$ cat src/rtl/alu_arbiter.sv
// Round-robin arbiter sharing one single-cycle ALU between two requesters.
// Latency: accept in T, response valid from T+2; each response holds until its ready.
module alu_arbiter #(
  parameter int WIDTH = 32
) (
  input  logic             clk,
  input  logic             reset,
  input  logic             req0_valid,
  output logic             req0_ready,
  input  logic [WIDTH-1:0] req0_srca,
  input  logic [WIDTH-1:0] req0_srcb,
  input  logic [2:0]       req0_ctrl,
  input  logic             req1_valid,
  output logic             req1_ready,
  input  logic [WIDTH-1:0] req1_srca,
  input  logic [WIDTH-1:0] req1_srcb,
  input  logic [2:0]       req1_ctrl,
  output logic             rsp0_valid,
  input  logic             rsp0_ready,
  output logic             rsp1_valid,
  input  logic             rsp1_ready,
  output logic [WIDTH-1:0] rsp_result,
  output logic             rsp_zero,
  output logic             rsp_err,
  output logic [WIDTH-1:0] alu_srca,
  output logic [WIDTH-1:0] alu_srcb,
  output logic [2:0]       alu_control,
  input  logic [WIDTH-1:0] alu_result,
  input  logic             alu_zero
);

  typedef enum logic [1:0] {IDLE, EXEC, RESP} state_t;

  state_t           r_state;
  logic             r_prio;
  logic             r_winner;
  logic [WIDTH-1:0] r_srca;
  logic [WIDTH-1:0] r_srcb;
  logic [2:0]       r_ctrl;
  logic             r_rsp0_valid;
  logic             r_rsp1_valid;
  logic [WIDTH-1:0] r_rsp_result;
  logic             r_rsp_zero;
  logic             r_rsp_err;

  logic w_grant0;
  logic w_grant1;
  logic w_illegal;
  logic w_rsp_done;

  // prio breaks the tie only when both requesters are valid
  assign w_grant0   = (r_state == IDLE) && req0_valid && (!req1_valid || !r_prio);
  assign w_grant1   = (r_state == IDLE) && req1_valid && (!req0_valid ||  r_prio);
  assign w_illegal  = (r_ctrl == 3'b011) || (r_ctrl == 3'b100) || (r_ctrl == 3'b101);
  assign w_rsp_done = (r_rsp0_valid && rsp0_ready) || (r_rsp1_valid && rsp1_ready);

  always_ff @(posedge clk or negedge reset) begin
    if (!reset) begin
      r_state      <= IDLE;
      r_prio       <= 1'b0;
      r_winner     <= 1'b0;
      r_srca       <= '0;
      r_srcb       <= '0;
      r_ctrl       <= 3'b010;
      r_rsp0_valid <= 1'b0;
      r_rsp1_valid <= 1'b0;
      r_rsp_result <= '0;
      r_rsp_zero   <= 1'b0;
      r_rsp_err    <= 1'b0;
    end else begin
      case (r_state)
        IDLE: begin
          if (w_grant0) begin
            r_srca   <= req0_srca;
            r_srcb   <= req0_srcb;
            r_ctrl   <= req0_ctrl;
            r_winner <= 1'b0;
            r_prio   <= 1'b1;
            r_state  <= EXEC;
          end else if (w_grant1) begin
            r_srca   <= req1_srca;
            r_srcb   <= req1_srcb;
            r_ctrl   <= req1_ctrl;
            r_winner <= 1'b1;
            r_prio   <= 1'b0;
            r_state  <= EXEC;
          end
        end
        EXEC: begin
          if (w_illegal) begin
            r_rsp_result <= '0;
            r_rsp_zero   <= 1'b1;
            r_rsp_err    <= 1'b1;
          end else begin
            r_rsp_result <= alu_result;
            r_rsp_zero   <= alu_zero;
            r_rsp_err    <= 1'b0;
          end
          r_rsp0_valid <= !r_winner;
          r_rsp1_valid <= r_winner;
          r_state      <= RESP;
        end
        RESP: begin
          if (w_rsp_done) begin
            r_rsp0_valid <= 1'b0;
            r_rsp1_valid <= 1'b0;
            r_state      <= IDLE;
          end
        end
        default: r_state <= IDLE;
      endcase
    end
  end

  assign req0_ready  = w_grant0;
  assign req1_ready  = w_grant1;
  assign rsp0_valid  = r_rsp0_valid;
  assign rsp1_valid  = r_rsp1_valid;
  assign rsp_result  = r_rsp_result;
  assign rsp_zero    = r_rsp_zero;
  assign rsp_err     = r_rsp_err;
  assign alu_srca    = r_srca;
  assign alu_srcb    = r_srcb;
  assign alu_control = r_ctrl;

endmodule

$ cat config.mk
export PLATFORM = sky130hd
export DESIGN_NAME = alu_arbiter
export DESIGN_NICKNAME = d
export VERILOG_FILES = /design/src/rtl/alu_arbiter.sv
export SDC_FILE = /design/constraint.sdc
export NUM_CORES = 1
export LEC_CHECK = 0
export CAP_MARGIN = 20
export CORE_MARGIN = 2
export CORE_UTILIZATION = 39
export DETAILED_ROUTE_END_ITERATION = 7
export GPL_TIMING_DRIVEN = 0
export PLACE_DENSITY = 0.89
export SETUP_SLACK_MARGIN = 0.4
export SYNTH_ARGS = -nofsm -noshare
export SYNTH_HDL_FRONTEND = slang
export SYNTH_SLANG_ARGS = --single-unit
export TNS_END_PERCENT = 20
$ cat constraint.sdc
create_clock -name clk -period 2.3 [get_ports clk]
set_clock_uncertainty 0.2 [all_clocks]
set_input_delay 0.46 -clock clk [delete_from_list [all_inputs] [get_ports clk]]
set_output_delay 0.46 -clock clk [all_outputs]
set_load 0.1 [all_outputs]
==> flow_metrics.py, run 1 <==
metrics = {
    "placement": {
        "place_inst": 941,
        "io_buffers": 277,
        "pre_cts_ws_ns": -1.494,
        "dp_hpwl_um": 13040,
        "gp_congestion": 0.8583,
    },
    "pwr": {
        "p_sw_mw": 1.434,
        "pwr-share-clk_pct": 35.1,
        "seq_power_share_pct": 42.8,
        "ir_worst_vdd_mv": 0.5394,
        "p_comb_share_pct": 22.1,
        "switching_share_pct": 31.04,
        "p_int_mw": 3.185,
        "cellPowerDensity_nw_per_um2": 574.7,
        "power.leakage_nw": 3.868,
    },
    "synth": {
        "ys_ff_latch": 107,
        "synth.distinct_cells": 32,
        "syn_area_um2": 4954,
        "synth_nets": 664,
        "ys_warn_count": 0,
        "ys_seq_area_share_pct": 54.08,
        "syn-instance-count": 491,
        "avgSynthCellArea_um2": 10.09,
    },
    "setup_path": {
        "crit_chain": "buf_6 > nor3b_4 > nand2_2 > inv_2 > buf_6 > buf_8 > buf_12",
        "cp_max_fo": 2,
        "setup.worst_path.end_class": "output pin",
        "path_class": "flop to output pin",
        "critPathRequiredTime_ns": 1.64,
        "slowest_stage": "dfrtp_1",
        "worst_setup_path_start_kind": "flop",
        "r2r_slack_ns": 0.26,
        "cp_common_cell": "buf_6",
        "crit_arrival_ns": 1.60,
        "max_stage_delay_ns": 0.38,
    },
    "clocking": {
        "cts_root_buf": "clkbuf_16",
        "cts_tree": "done",
        "cts_buffers": 9,
        "clock_sinks": 107,
        "clk_latency_ns": 0.35,
        "h-tree-depth": 3,
        "clock_path_buffers": 2,
        "clkTransAtPathRegs_ns": 0.08,
    },
    "global_routing": {
        "grt_pass1_wl_um": 27150,
        "grt_use_total_pct": 25.99,
        "grt.overflow.total": 0,
        "grt_start_max_net_pins": 56,
        "first_global_vias": 5299,
        "antenna_found_initial": 0,
    },
    "die": {
        "ios": 278,
        "start_util_pct": 39.57,
        "row_count": 41,
        "coreArea_um2": 12520,
        "dieArea_um2": 13620,
        "die_h_um": 116.7,
        "die_w_um": 116.7,
    },
    "routing": {
        "drc": 0,
        "dr.first_iter.drc_count": 357,
        "vias_per_cell": 5.388,
        "ant_nets": 0,
        "routed_wl_um": 18010,
        "vias": 5243,
        "wl_per_cell_um": 18.51,
        "drt_first_pass_iters": 4,
    },
    "layout": {
        "drive_above_1_share_pct": 24.09,
        "final_cell_mix": "169 x clkdlybuf4s50_1, 111 x buf_2, 104 x dfrtp_1",
        "layout_commonest_cell": "clkdlybuf4s50_1",
        "synthToLayoutAreaGrowth_pct": 62.24,
        "fin_util_pct": 64.20,
        "layout.nets": 969,
        "layout.cells.non_filler": 973,
        "diodes": 0,
    },
    "sta": {
        "max_freq_mhz": 442.6,
        "worst_slack_ns": 0.04067,
        "setup_violations": 0,
        "finalHoldViolCount": 0,
        "drv_slew": 0,
        "fin_tns_setup_ns": 0,
        "tightest_slew_ns": 0.7383,
        "period_needed_ns": 2.259,
        "relSlewSlack_pct": 50.78,
        "rsz0062_at_grt": "yes",
        "min_period_over_period_pct": 98.23,
        "fin_hold_ws_ns": 0.2961,
    },
    "hold_path": {
        "hold_path_class": "flop to flop",
    },
    "outcome": {
        "outcome": "completed",
    },
    "run": {
        "cap_violations": 0,
    },
}
-- critical path, delay by kind of cell (launching register included) --
family	cells	cell delay [ns]
buf+inv	5	0.58
flops	1	0.38
simple gates	2	0.29
-- kinds of logic (layout without fill, tap and decap cells) --
group | Yosys count | after routing | share of synthesized area, %
AND/OR/NAND/NOR | 85 | 85 | 9.295
buffers and inverters | 122 | 432 | 10.61
AO/OA/AOI/OAI | 177 | 177 | 26.02
flip-flops | 107 | 107 | 54.08
-- state kept, by name, indices dropped and copies added, names as in the netlist --
| register | cells |
|---|---|
| r_prio | 1 |
| rsp1_valid | 1 |
| r_winner | 1 |
| rsp_result | 32 |
| alu_srcb | 32 |
| rsp_err | 1 |
| r_state | 2 |
| rsp0_valid | 1 |
| alu_control | 3 |
| rsp_zero | 1 |
| alu_srca | 32 |
-- power by group through the flow --
stage	clock (mW)	combinational, mW	sequential (mW)
after floorplan	0	0.112	2.45
after global placement	0	1.06	2.01
after detailed placement	0	1.07	2.01
after CTS	1.65	1.02	1.97
after global routing	1.72	1.07	1.98
final	1.62	1.02	1.97
-- Yosys cell counts, drive strengths merged --
master | n | area [um2]
a22o | 33 | 289.0
nor2b | 2 | 12.51
o21ai | 69 | 349.1
o21ba | 1 | 10.01
dfrtp | 106 | 2653
nor3 | 1 | 16.27
nor3b | 1 | 18.77
and3 | 1 | 6.260
nor2 | 5 | 18.77
nand2 | 3 | 11.26
a21oi | 1 | 5.000
a21boi | 2 | 15.01
dfstp | 1 | 26.28
nand3 | 67 | 335.3
or2 | 1 | 6.260
buf | 22 | 150.1
o311ai | 67 | 586.8
and3b | 1 | 8.760
o22a | 1 | 8.760
o221a | 1 | 11.26
clkbuf | 29 | 108.9
o22ai | 1 | 6.260
inv | 71 | 266.5
nand2b | 3 | 26.27
a21o | 1 | 7.510
-- through the flow --
stage	total power [mW]	cell area, um2
floorplan	2.564	4957
global placement	3.064	7945
detailed placement	3.080	7970
CTS	4.638	7890
global route	4.776	8036
finish	4.619	8036
-- per-layer routing --
layer	track usage, %	up-vias	share of wire [%]
li1	-	2398	-
met1	29.22	2559	38
met2	45.47	243	51
met3	8.718	43	9.1
met4	10.35	0	2.8
met5	0	-	0
-- final cells by class --
cell class / count / area, um2
timing repair buffer: 294 / 2429
sequential: 107 / 2681
tap: 172 / 215.2
clock inverter: 6 / 73.82
buffer: 51 / 315.3
inverter: 71 / 266.5
clock buffer: 10 / 239.0
fill: 1076 / 4481
multi-input combinational: 262 / 1817
-- worst paths after layout --
check | cells past startpoint | to | from
hold / removal | 2 | alu_srcb[17] | alu_srcb[17]
setup reg to reg | 7 | alu_srcb[7] | r_state[0]
min in group asynchronous | 2 | rsp_result[23] | reset
hold reg to reg | 2 | alu_srcb[17] | alu_srcb[17]
max in group asynchronous | 3 | alu_control[1] | reset
setup / recovery | 7 | req0_ready | r_state[0]
-- what timing repair did --
item / 4_1_cts / 5_1_grt
resized for setup: 551 / 60
hold endpoints to repair: 54 / 0
setup endpoints to repair: 167 / 77
cloned: 0 / 1
pin swaps: 31 / 3
buffers inserted: 6 / 8
hold buffers: 1 / 0
Power figures use the tool's default switching activity.
==> run 2, diff against run 1 <==
--- a/config.mk
+++ b/config.mk
@@ -6,7 +6,7 @@
 export NUM_CORES = 1
 export LEC_CHECK = 0
 export CAP_MARGIN = 20
-export CORE_MARGIN = 2
+export CORE_MARGIN = 1
 export CORE_UTILIZATION = 39
 export DETAILED_ROUTE_END_ITERATION = 7
 export GPL_TIMING_DRIVEN = 0
==> run 2 against run 1 <==
Die area decreased by 3.4%. Sequential power about the same. The flow now finishes with violations (setup timing). Non-clock buffer count increased by 22. Cell count increased by 2.0%.
==> flow_metrics.py, run 2 (same netlist as run 1, synthesis figures left out) <==
metrics = {
    "global_routing": {
        "grt_use_total_pct": 28.01,
        "grt_pass1_wl_um": 27970,
        "grt_start_max_net_pins": 59,
        "grt.overflow.total": 0,
        "antenna_found_initial": 1,
        "first_global_vias": 5539,
    },
    "setup_path": {
        "crit_arrival_ns": 1.71,
        "rr_worst_depth": 13,
        "r2r_slack_ns": -0.04,
        "worst_r2r_endpoint": "r_winner",
        "path_class": "flop to output pin",
        "setup.worst_path.end_class": "output pin",
        "cp_max_fo": 3,
        "r2r-start": "r_state[0]",
        "critPathRequiredTime_ns": 1.64,
        "worst_setup_path_start_kind": "flop",
    },
    "sta": {
        "finalHoldViolCount": 0,
        "period_needed_ns": 2.372,
        "relSlewSlack_pct": 54.61,
        "min_period_over_period_pct": 103.1,
        "worst_slack_ns": -0.07216,
        "max_freq_mhz": 421.6,
        "tightest_slew_ns": 0.6808,
        "drv_slew": 0,
        "rsz0062_at_grt": "yes",
        "fin_hold_ws_ns": 0.3048,
        "setup_violations": 2,
    },
    "hold_path": {
        "hold_path_class": "flop to flop",
        "worstHoldPathCells": 2,
        "hold_end": "alu_srca[23]",
        "hold_start": "alu_srca[23]",
    },
    "clocking": {
        "h-tree-depth": 3,
        "cts_tree": "done",
        "clk_latency_ns": 0.35,
        "clock_sinks": 107,
        "cts_buffers": 9,
        "clock_path_buffers": 2,
        "cts_root_buf": "clkbuf_16",
        "clkTransAtPathRegs_ns": 0.07,
    },
    "outcome": {
        "outcome": "finished, violations left",
        "violations": "setup timing",
    },
    "routing": {
        "wl_per_cell_um": 20.96,
        "vias": 5591,
        "routed_wl_um": 20790,
        "drc": 0,
        "ant_nets": 0,
        "vias_per_cell": 5.636,
        "dr.first_iter.drc_count": 442,
        "drt_first_pass_iters": 5,
    },
    "pwr": {
        "cellPowerDensity_nw_per_um2": 501.3,
        "ir_worst_vdd_mv": 0.4277,
        "power.leakage_nw": 4.217,
        "power_mw": 4.555,
    },
    "layout": {
        "final_cell_mix": "169 x clkdlybuf4s50_1, 107 x buf_2, 103 x dfrtp_1",
        "drive_above_1_share_pct": 35.72,
        "layout_commonest_cell": "clkdlybuf4s50_1",
        "synthToLayoutAreaGrowth_pct": 83.40,
        "layout.nets": 991,
        "fillers": 818,
    },
    "die": {
        "coreArea_um2": 12210,
        "start_util_pct": 40.56,
        "dieArea_um2": 13160,
        "ios": 278,
        "die_h_um": 114.7,
        "row_count": 40,
        "die_w_um": 114.7,
    },
    "run": {
        "cap_violations": 0,
    },
    "placement": {
        "gp_congestion": 0.8111,
        "pre_cts_ws_ns": -1.506,
        "dp_hpwl_um": 13770,
        "io_buffers": 277,
    },
}
==> run 2: per-layer routing <==
| metal | wire [um] | up-vias | GRT usage, % |
|---|---|---|---|
| met3 | 1723 | 62 | 6.511 |
| met1 | 7426 | 2749 | 29.59 |
| met4 | 648 | 0 | 13.94 |
| met2 | 11000 | 318 | 52.16 |
| li1 | - | 2462 | - |
| met5 | 0 | - | 0 |
==> run 2: cell type report <==
cell class                      count  area (um2)  area share, %
Antenna cell                        1       2.502        0.02754
Buffer                             51       441.7          4.862
Clock buffer                       12       246.5          2.713
Clock inverter                      4       26.28         0.2892
Inverter                           71       269.0          2.961
Multi-Input combinational cell    262        2421          26.65
Sequential cell                   107        2683          29.53
Tap cell                          168       210.2          2.314
Timing Repair Buffer              316        2785          30.66
==> run 2: worst max-delay path, stage by stage, from the launching register on <==
cell and delay, ns:
dfrtp_1 0.39, buf_6 0.13, nor3b_4 0.25, nand2_2 0.13
inv_4 0.09, buf_8 0.10, buf_8 0.09, buf_12 0.16
==> run 2: how the worst max path moves through the flow <==
| stage | start | end | slack (ns) | cells after the start |
|---|---|---|---|---|
| after floorplan | r_state[0] | req0_ready | 0.28 | 6 |
| after global placement | reset | alu_control[0] | -3.72 | 1 |
| after detailed placement | req0_valid | req0_ready | -1.51 | 7 |
| after CTS | r_state[0] | req0_ready | -0.0003 | 7 |
| after global routing | r_state[0] | req0_ready | -0.12 | 7 |
| final | r_state[0] | req0_ready | -0.07 | 7 |
==> run 2: where the power goes <==
| part | switching [mW] | internal, mW |
|---|---|---|
| logic | 0.708 | 0.394 |
| clock network | 0.698 | 0.765 |
| registers | 0.0475 | 1.94 |
==> run 2: timing repair <==
action,in CTS,in global routing
endpoints found under the hold margin,48,0
setup buffers,19,11
resized for setup,579,247
hold buffers,1,0
endpoints found under the setup margin,183,121
cloned,0,7
pin swaps,38,64
==> run 2: through the flow <==
| stage | cells | setup TNS (ns) | cell area, um2 | util (%) |
|---|---|---|---|---|
| final | 992 | -0.1090 | 9085 | 74.40 |
| after global placement | 936 | -362.22 | 7940 | 65.02 |
| after CTS | 973 | -0.0002985 | 8149 | 66.73 |
| after detailed placement | 937 | -10.52 | 7965 | 65.23 |
| after global routing | 992 | -0.2166 | 9085 | 74.40 |
| after floorplan | 491 | 0 | 4957 | - |
==> run 3, diff against run 2 <==
--- a/config.mk
+++ b/config.mk
@@ -11,6 +11,7 @@
 export DETAILED_ROUTE_END_ITERATION = 7
 export GPL_TIMING_DRIVEN = 0
 export PLACE_DENSITY = 0.89
+export REMOVE_ABC_BUFFERS = 1
 export SETUP_SLACK_MARGIN = 0.4
 export SYNTH_ARGS = -nofsm -noshare
 export SYNTH_HDL_FRONTEND = slang
==> run 3 against run 2 <==
The flow still finishes with violations (setup timing). Maximum frequency rose by 2.4%. Via count fell by 5.2%. Cell count fell by 5.7%. Sequential power barely moved. Utilization fell by 7.5 points. First-iteration DRC count fell by 15%. Critical path depth fell by 1. Total power rose by 3.7%. Sequential share of layout area rose by 3.3 points. Global-route usage rose by 2.2 points. Routed wire length fell by 3.2%. Clock power rose by 17%. Highest routed layer unchanged.
==> flow_metrics.py, run 3 (same netlist as run 1, synthesis figures left out) <==
metrics = {
    "routing": {
        "vias_per_cell": 5.671,
        "drt_first_pass_iters": 5,
        "routed_wl_um": 20120,
        "met2_length_um": 9887,
        "wl_per_cell_um": 21.52,
        "drc": 0,
        "dr.first_iter.drc_count": 377,
        "top_layer": "met4",
        "met3WireLength_um": 1953,
        "drt-met1-wl_um": 7565,
        "ant_nets": 0,
        "vias": 5302,
    },
    "placement": {
        "dp_hpwl_um": 13030,
        "gp_congestion": 0.8326,
        "placed_cell_area_um2": 7918,
        "io_buffers": 277,
    },
    "outcome": {
        "violations": "setup timing",
        "outcome": "finished, violations left",
    },
    "setup_path": {
        "critPathRequiredTime_ns": 1.64,
        "r2r-start": "r_state[1]",
        "cp_common_cell": "buf_16",
        "worstSetupPathDepth": 6,
        "path_class": "flop to output pin",
        "setup.worst_path.end_class": "output pin",
        "cp_max_fo": 4,
        "startpoint": "r_state[0]",
        "crit_path_end": "req0_ready",
        "worst_r2r_endpoint": "alu_srcb[13]",
        "r2r_slack_ns": 0.26,
        "crit_chain": "nor3b_4 > clkbuf_16 > nand2_8 > inv_6 > buf_16 > buf_16",
        "worst_setup_path_start_kind": "flop",
        "rr_worst_depth": 5,
        "crit_arrival_ns": 1.66,
        "worst-path-buf-inv": 4,
        "crit_family": "buffers and inverters",
        "max_stage_delay_ns": 0.44,
        "slowest_stage": "dfrtp_2",
    },
    "sta": {
        "min_period_over_period_pct": 100.7,
        "worst_slack_ns": -0.01722,
        "drv_slew": 0,
        "period_needed_ns": 2.317,
        "finalHoldViolCount": 0,
        "fin_tns_setup_ns": -0.01722,
        "max_freq_mhz": 431.6,
        "rsz0062_at_grt": "yes",
        "tightest_slew_ns": 1.104,
        "relSlewSlack_pct": 26.09,
        "setup_violations": 1,
    },
    "clocking": {
        "h-tree-depth": 3,
        "cts_root_buf": "clkbuf_16",
        "clkTransAtPathRegs_ns": 0.08,
        "clock_path_buffers": 2,
        "cts_buffers": 9,
        "cts_tree": "done",
        "clock_sinks": 107,
        "clk_latency_ns": 0.34,
    },
    "layout": {
        "diodes": 0,
        "register_area_um2": 2683,
        "multi_input_area_um2": 1889,
        "final_cell_mix": "169 x clkdlybuf4s50_1, 103 x dfrtp_1, 97 x clkbuf_2",
        "synthToLayoutAreaGrowth_pct": 64.84,
        "final_cell_area_um2": 8165,
        "drive_above_1_share_pct": 23.60,
        "layout.nets": 935,
        "layout_commonest_cell": "clkdlybuf4s50_1",
        "fillers": 957,
    },
    "global_routing": {
        "grt_use_total_pct": 30.24,
        "grt_pass1_wl_um": 29950,
        "grt.overflow.total": 0,
        "grt_start_max_net_pins": 56,
        "first_global_vias": 5663,
        "antenna_found_initial": 0,
    },
    "die": {
        "die_h_um": 114.7,
        "start_util_pct": 40.56,
        "dieArea_um2": 13160,
        "coreArea_um2": 12210,
        "die_w_um": 114.7,
        "row_count": 40,
        "ios": 278,
    },
    "pwr": {
        "ir_worst_vdd_mv": 0.2971,
        "cellPowerDensity_nw_per_um2": 578.4,
        "power.leakage_nw": 3.821,
    },
    "run": {
        "cap_violations": 0,
    },
    "hold_path": {
        "hold_path_class": "flop to flop",
    },
}
run 3: changes by cell type in the layout (fill, tap and decap cells not counted), sizes merged:
cell	delta
dlygate4sd2	-1
bufinv	+2
diode	-1
bufbuf	+1
nand2	+2
inv	+3
buf	-129
clkinv	-2
clkbuf	+68
run 3: worst min-delay path by stage:
stage	startpoint	to	slack, ns	depth (start not counted)
2_1_floorplan	reset	alu_control[0]	-0.04	0
3_3_place_gp	alu_srcb[25]	alu_srcb[25]	0.28	2
3_5_place_dp	alu_srcb[23]	alu_srcb[23]	0.29	2
4_1_cts	alu_srcb[23]	alu_srcb[23]	0.30	2
5_1_grt	alu_srcb[1]	alu_srcb[1]	0.32	2
6_report	alu_srcb[1]	alu_srcb[1]	0.30	2
run 3: layout make-up:
cell class                 count  area share, %
clock buffer                  10          2.804
clock inverter                 6          1.180
inverter                      71          3.325
multi-input combinational    264          23.14
sequential                   107          32.85
tap                          168          2.574
timing repair buffer         308          34.08
timing repair inverter         1        0.04597
run 3: power by group:
group | internal (mW) | switching, mW | total [mW] | leakage (nW)
logic | 0.360 | 0.680 | 1.04 | 2.26
registers | 1.94 | 0.0354 | 1.98 | 1.40
clock network | 0.970 | 0.736 | 1.71 | 0.155
total | 3.27 | 1.45 | 4.72 | 3.82
run 3: worst register-to-register path: stages, from the launching register on:
cell and delay [ns]:
dfrtp_2 0.44, buf_4 0.15, nor2_1 0.20, o21ai_4 0.33, buf_12 0.30, o311ai_1 0.31
run 3: per-stage QoR:
step	setup slack, ns	power [mW]	hold WS, ns	instances	util, %
floorplan	-1.364	2.557	-0.03559	440	-
global placement	-4.120	3.046	0.2797	885	62.87
detailed placement	-2.520	3.083	0.2882	895	64.84
CTS	0.0006641	4.744	0.3012	934	69.34
global route	-0.08605	4.864	0.3233	935	66.86
finish	-0.01722	4.723	0.3014	935	66.86
run 3: what timing repair did:
action                                  CTS  global route
gates cloned                              6             0
gates resized for setup                 155           246
buffers inserted                         16             1
pin swaps                                 4            26
hold endpoints to repair                 39             0
endpoints found under the setup margin  209           201
hold buffers                              1             0
run 3: routing by layer:
| layer | GRT usage (%) | up-vias |
|---|---|---|
| met1 | 33.34 | 2604 |
| met3 | 9.794 | 57 |
| met5 | 0 | - |
| met2 | 52.53 | 301 |
| li1 | - | 2340 |
| met4 | 15.15 | 0 |
==> patch: new RTL, settings of run 2 <==
The parameter `WIDTH` goes from 32 to 48.
--- a/src/rtl/alu_arbiter.sv
+++ b/src/rtl/alu_arbiter.sv
@@ -1,7 +1,7 @@
 // Round-robin arbiter sharing one single-cycle ALU between two requesters.
 // Latency: accept in T, response valid from T+2; each response holds until its ready.
 module alu_arbiter #(
-  parameter int WIDTH = 32
+  parameter int WIDTH = 48
 ) (
   input  logic             clk,
   input  logic             reset,
Interface: changed (8 resized); port bits go from 278 to 406. The function was not compared with the original's and may differ.
==> patch against run 2 <==
Final area is 36% higher. Critical endpoint is now req1_ready. Clock power rose by 89%. Via count grew 39%. Total power increased by 58%. Sequential cell count rose by 48. Wire length rose by 40%. Combinational power increased by 42%. Worst setup slack improved by 0.16 ns. First-iteration DRC count is 14% higher. Largest power group unchanged. Synthesized area grew 44%. Register-to-register slack better by 0.41 ns. Sequential share of layout area grew 1.9 points. Fmax is 7.2% higher. Count of clock-buffer cells in the layout rose by 6.
==> patch: results (changes against run 2) <==
first-pass GRT wire length 42100 µm (+51%); Post-Syn Nets 959 (+44%); Hold Crit Endpoint rsp_result[25]; Sw Ratio 31.5% (-0.44 points); Avg Cell Area, Syn 10.1 µm² (+0.46%); GRT Total Usage 29.9% (+1.9 points); yosys warns 0 (unchanged); Slowest-stage cell, CP dfrtp_2; initial antenna violation count 2 (+1); final WL 29200 µm (+40%); Clk pin slew, worst setup/hold paths 0.06 ns; maximum vdd ir drop 441 µV (+3.1%); type of the most critical hold path flip-flop to flip-flop; Leak Pwr 5.46 nW (+29%); Reg2Reg Depth 6 (-7); Layout fillers 1302 (+59%); worst hold start rsp_result[25]; largest net degree at the start of global routing 83 (+41%); reg-to-reg critical path endpoint rsp_result[37]; H-tree Lvls 4 (+1); Netlist cell types 29 (-9.4%); dominant synthesized flop cell dfrtp_1; drt pass-1 iters 5 (unchanged); Net count, final 1393 (+41%); most frequent cells after synthesis dfrtp_1 (154), inv_1 (102), o21ai_0 (100), nand3_1 (99), o311ai_0 (89); top post-synthesis cells by area dfrtp_1 (54%), o311ai_0 (11%), o21ai_0 (7.0%), nand3_1 (6.9%), a22o_1 (6.0%); Max clock buf depth 2 (unchanged); dpl cells 1342 (+43%); outcome finished clean; Worst path top cell family by delay flip-flops; Clock Root Buffer clkbuf_16; Reg2Reg Setup Slack 0.37 ns (+0.41 ns); drt wl/cell 21.1 µm (+0.43%); DR iter-0 viols 506 (+14%); post-synthesis sequential area ratio 54.2% (+0.14 points); actual slew at the worst max-slew pin 0.717 ns (+0.0360 ns); Post-synth ARST share 100% (unchanged); dpl hpwl 21200 µm (+54%); worst r2r src r_state[1]; Num CTS Buffers 17 (+8); vias 7752 (+39%); worst hold path depth 1 (-1); PortBufs 405 (+46%); Crit Path Max Fanout 4 (+1); layout cell share with drive strength beyond 1 25.0% (-11 points); gpl congestion 0.947 (+17%); Slew Limit Fails 0 (unchanged); clk_lat worst skew 0.42 ns (+0.07 ns); crit-path max cell delay 0.45 ns (+0.06 ns)
[patch: cell types whose count changed after synthesis, moves of 15 or more]
| cell | before | now |
|---|---|---|
| o21ai_0 | 59 | 100 |
| o311ai_0 | 10 | 89 |
| inv_1 | 70 | 102 |
| a22o_1 | 33 | 49 |
| nand3_1 | 67 | 99 |
| dfrtp_1 | 106 | 154 |
| clkbuf_1 | 29 | 44 |
| o311ai_1 | 57 | 10 |
[patch: cell families (layout without fill, tap and decap cells)]
kind of cell	count (synthesis)	after routing	synth area share, %
compound gates	257	257	26.1
buf+inv	177	624	11.3
flops	155	155	54.2
simple gates	117	117	8.41
other cells	0	3	0
[patch: worst max path at each step]
| stage | from | endpoint | slack (ns) | cells after the start |
|---|---|---|---|---|
| floorplan | req0_valid | req0_ready | 0.41 | 4 |
| global placement | reset | alu_control[0] | -6.41 | 1 |
| detailed placement | req0_valid | req0_ready | -1.40 | 6 |
| CTS | r_state[0] | req0_ready | 0.09 | 5 |
| global route | r_state[1] | req1_ready | 0.03 | 4 |
| finish | r_state[1] | req1_ready | 0.09 | 4 |
[patch: per-stage QoR]
step / setup slack (ns) / cell area (µm²) / setup TNS (ns) / utilization (%) / hold WS [ns]
6_report: 0.0875 / 12400 / 0 / 68.8 / 0.299
5_1_grt: 0.0301 / 12400 / 0 / 68.8 / 0.321
4_1_cts: 0.0914 / 12200 / 0 / 67.7 / 0.306
3_5_place_dp: -1.40 / 11500 / -46.07 / 64.2 / 0.291
3_3_place_gp: -6.41 / 11500 / -951.81 / 64.0 / 0.283
2_1_floorplan: 0.407 / 7160 / 0 / - / -0.0356
[patch: layer usage]
metal	vias up	global-route usage, %	share of wire (%)
li1	3463	-	-
met1	3798	33.3	36
met2	422	52.4	51
met3	69	9.86	10
met4	0	11.7	3.6
met5	-	0	0
[patch: repair_timing]
item	CTS	global route
resized for setup	601	173
pin swaps	1	4
hold endpoints to repair	72	0
setup buffers	5	2
endpoints found under the setup margin	254	283
hold buffers	1	0
[patch: power groups by stage]
| stage | combinational, mW | sequential, mW | clock, mW |
|---|---|---|---|
| 2_1_floorplan | 0.148 | 3.57 | 0 |
| 3_3_place_gp | 1.54 | 2.92 | 0 |
| 3_5_place_dp | 1.56 | 2.92 | 0 |
| 4_1_cts | 1.54 | 2.87 | 2.80 |
| 5_1_grt | 1.63 | 2.88 | 2.91 |
| 6_report | 1.56 | 2.87 | 2.76 |
[patch: area by class of cell]
cell class / instances / area (µm²) / share of cell area, %
buffer: 74 / 479 / 3.88
multi-input combinational: 374 / 2620 / 21.2
clock inverter: 14 / 136 / 1.10
tap: 229 / 287 / 2.32
clock buffer: 18 / 439 / 3.55
inverter: 103 / 392 / 3.17
antenna: 3 / 7.51 / 0.0608
timing repair buffer: 415 / 4120 / 33.3
sequential: 155 / 3880 / 31.4
